[src/rtl/button_debounce.sv]
// Pad input conditioner: synchronizer, consecutive-sample debounce filter, clean level and edge pulses.
// Define DEBOUNCE_TOGGLE_EN to add the push-on/push-off toggle_o output.
module button_debounce #(
    parameter int   sync_stages_p     = 2,
    parameter int   debounce_cycles_p = 16,
    parameter logic reset_val_p       = 1'b0
) (
    input  logic clk,
    input  logic reset_i,
    input  logic async_i,
    output logic stable_o,
    output logic rise_o,
    output logic fall_o,
    output logic busy_o
`ifdef DEBOUNCE_TOGGLE_EN
    ,
    output logic toggle_o
`endif
);

    localparam int CntW = (debounce_cycles_p > 1) ? $clog2(debounce_cycles_p) : 1;
    localparam logic [CntW-1:0] CntMax = CntW'(debounce_cycles_p - 1);

    if (sync_stages_p < 2 || sync_stages_p > 4) begin : gBadSyncStages
        $error("button_debounce: sync_stages_p must be in 2..4");
    end
    if (debounce_cycles_p < 2 || debounce_cycles_p > 65536) begin : gBadDebounceCycles
        $error("button_debounce: debounce_cycles_p must be in 2..65536");
    end

    logic [sync_stages_p-1:0] r_sync;
    logic [CntW-1:0]          r_cnt;
    logic                     r_stable;
    logic                     r_rise;
    logic                     r_fall;
    logic                     w_syncQ;
    logic                     w_mismatch;
    logic                     w_commit;

    assign w_syncQ    = r_sync[sync_stages_p-1];
    assign w_mismatch = (w_syncQ != r_stable);
    // A commit needs debounce_cycles_p mismatched samples in a row; the last one is this cycle's.
    assign w_commit   = w_mismatch && (r_cnt == CntMax);

    always_ff @(posedge clk) begin
        if (reset_i) begin
            r_sync   <= {sync_stages_p{reset_val_p}};
            r_cnt    <= '0;
            r_stable <= reset_val_p;
            r_rise   <= 1'b0;
            r_fall   <= 1'b0;
        end else begin
            r_sync <= {r_sync[sync_stages_p-2:0], async_i};
            r_rise <= w_commit && w_syncQ;
            r_fall <= w_commit && !w_syncQ;
            if (!w_mismatch || w_commit) begin
                r_cnt <= '0;
            end else begin
                r_cnt <= r_cnt + 1'b1;
            end
            if (w_commit) begin
                r_stable <= w_syncQ;
            end
        end
    end

    assign stable_o = r_stable;
    assign rise_o   = r_rise;
    assign fall_o   = r_fall;
    assign busy_o   = (r_cnt != '0);

`ifdef DEBOUNCE_TOGGLE_EN
    logic r_toggle;

    // Flips once per registered rise pulse, so each clean press inverts the latched state.
    always_ff @(posedge clk) begin
        if (reset_i) begin
            r_toggle <= 1'b0;
        end else if (r_rise) begin
            r_toggle <= ~r_toggle;
        end
    end

    assign toggle_o = r_toggle;
`endif

endmodule
[config.mk]
export PLATFORM = sky130hd
export DESIGN_NAME = button_debounce
export DESIGN_NICKNAME = d
export VERILOG_FILES = /design/src/rtl/button_debounce.sv
export SDC_FILE = /design/constraint.sdc
export NUM_CORES = 1
export LEC_CHECK = 0
export ABC_AREA = 0
export BUFFER_PORTS_ARGS = -buffer_cell sky130_fd_sc_hd__buf_2
export CORE_AREA = 2 2 39 41
export CTS_BUF_LIST = sky130_fd_sc_hd__clkbuf_8
export CTS_CLUSTER_SIZE = 28
export DETAILED_ROUTE_END_ITERATION = 7
export DIE_AREA = 0 0 41 43
export GPL_ROUTABILITY_DRIVEN = 0
export MAX_ROUTING_LAYER = met4
export PLACE_DENSITY = 0.46
export SLEW_MARGIN = 20
export SYNTH_ARGS = -nofsm -noshare
export SYNTH_HDL_FRONTEND = slang
export SYNTH_SLANG_ARGS = --single-unit
[constraint.sdc]
create_clock -name clk -period 3.16 [get_ports clk]
set_clock_uncertainty 0.05 [all_clocks]
set_input_delay 0.316 -clock clk [delete_from_list [all_inputs] [get_ports clk]]
set_output_delay 0.316 -clock clk [all_outputs]
set_load 0.01 [all_outputs]
==> run metrics <==
min Tclk post-route=1.69 ns; Post-Place Cell Area=380 µm²; # diodes=0; Die ar.=0.00176 mm²; Critical Path AT=1.32 ns; IO Pins=7; Critical Path Sink Type=output port; Critical Path Fanout Max=4; total CTS buffers=3; max frequency=593 MHz; Slew Limit Headroom=83.3%; drt drc=0; sequential fraction of the synthesis area=54.5%; ANT nets after route=0; WP data required=2.79 ns; startpoint class of the critical path=flop; hold crit path type=in2reg; outcome=completed; Layout area overhead=28.8%; Placement Setup Slack=1.71 ns; Slew Limit Fails=0; row count=14; final setup violation count=0; Worst Path Buf+Inv=2; PnR worst setup slack=1.47 ns; switching fraction of total power=19.2%; Syn Area/Cell=10.7 µm²; Clk network pwr share=51.3%; Clock Sinks=9; Post-CTS Setup Inserts=0; clock slew at reported path FFs=0.04 ns; hold_buf cts=0; VDD IR-drop max=0.000226 V; Core ar.=0.00138 mm²; detailed-route via count=233; Chip Width=41 µm; period utilisation layout=53.4%; Logic pwr share=2.3%; Syn Nets=36; sequential share of power=46.4%; total gr overflow=0; PortBufs=6; TNS Setup=0 ns; Routed WL per cell=8.35 µm; YS warnings=0; initial antenna violation count=0; Psw=48.1 µW; synthesized flop and latch total=9; pin count of the biggest net entering global routing=8; Leakage=0.186 nW; clk_lat worst skew=0.23 ns; CTS tree=yes; H-tree depth=1; final WL=476 µm; area of the mapped netlist=330 µm²; max-cap violations=0; design area=425 µm²; Synth cell types=13; share of layout cells above drive strength 1=24.4%; commonest non-fill, non-tap cell in the layout=dfxtp_1; Root Buffer=clkbuf_8; critical path's top delay family=simple AND/OR/NAND/NOR gates; Pint=203 µW; DR pass1 iterations=1; post-cts sizing count=0; hold slack=0.245 ns; fin cells=57; Initial Util=23.9%; Slowest-stage cell, CP=or3b_2; Power per Cell Area=591 mW/mm²; most frequent cells in the layout=dfxtp_1 (9), buf_2 (6), inv_1 (4), nor2_1 (4), clkbuf_8 (3); placed insts=53; Final #Nets=47; Global Route Usage Sum=7.64%; critical path class=reg2out; routed vias/inst=4.09; first-pass GRT wire length=841 µm; 1st-iter DRT viols=0; Critical Path Max Stage Delay=0.42 ns; CP Cell Sequence=inv_1, ha_1, or3b_2, buf_2; RSZ-0062 raised after global routing=false; die height=43 µm; Hold Vio Cnt, Final=0; cells after synthesis=31; Slew @ Worst Pin=0.246 ns; maximum clock insertion buffer count=2; vias in the first global route=243
## layout make-up
class,count,area (µm²)
Timing Repair Buffer,6,30.0
Tap cell,16,20.0
Multi-Input combinational cell,19,139
Fill cell,153,958
Inverter,3,11.3
Clock inverter,1,3.75
Sequential cell,9,180
Clock buffer,3,41.3
## through the flow
stage	power, mW	utilization, %
5_1_grt	0.262	30.7
4_1_cts	0.256	30.7
3_3_place_gp	0.124	27.5
3_5_place_dp	0.125	27.5
6_report	0.251	30.7
2_1_floorplan	0.121	-
## worst register-to-register path, cell delays in order, from the launching register on
cell and delay, ns:
dfxtp_1 0.33, ha_1 0.23, nand3_1 0.17, or3b_1 0.41, nor2_1 0.11
## power groups by stage
stage / clock network [mW] / logic, mW / registers, mW
after global routing: 0.139 / 0.00677 / 0.117
after CTS: 0.134 / 0.00595 / 0.117
final: 0.129 / 0.00580 / 0.117
after floorplan: 0 / 0.00308 / 0.118
after detailed placement: 0 / 0.00593 / 0.119
after global placement: 0 / 0.00579 / 0.119
## worst paths after layout
kind / startpoint / endpoint / slack, ns / depth (start not counted)
max: r_cnt[0] / busy_o / 1.47 / 4
min: async_i / r_sync[0] / 0.25 / 2
max reg2reg: r_cnt[0] / r_cnt[3] / 1.81 / 4
min reg2reg: r_sync[0] / r_sync[1] / 0.40 / 1
## synth_stat cells, drive strengths merged
master / instances / area (µm²)
nor4b: 2 / 17.5
xnor2: 2 / 17.5
dfxtp: 9 / 180
nor3: 1 / 5.00
nor2: 4 / 15.0
nand3: 2 / 10.0
nor2b: 2 / 12.5
inv: 3 / 11.3
mux2i: 1 / 10.0
xor2: 1 / 8.76
or3b: 2 / 17.5
ha: 2 / 25.0
## layer usage
metal / wire, µm / track usage [%]
met1: 215 / 7.49
met2: 199 / 10.3
met5: 0 / -
met3: 35 / 3.14
met4: 27 / 8.00
## cell families (layout without fill, tap and decap cells)
logic type / count (synthesis) / in the layout / share of synthesized area (%)
muxes: 1 / 1 / 3.03
DFF: 9 / 9 / 54.5
xor gates and xnor gates: 3 / 3 / 7.96
buffers and inverters: 3 / 13 / 3.41
adders and majority gates: 2 / 2 / 7.57
and+or+nand+nor: 13 / 13 / 23.5
## sequential cells by signal, summed over array words and instances, names as in the netlist
name and flops:
r_cnt 4, r_sync 2, fall_o 1, rise_o 1, stable_o 1
No activity file was read; power rests on OpenSTA's default activity.
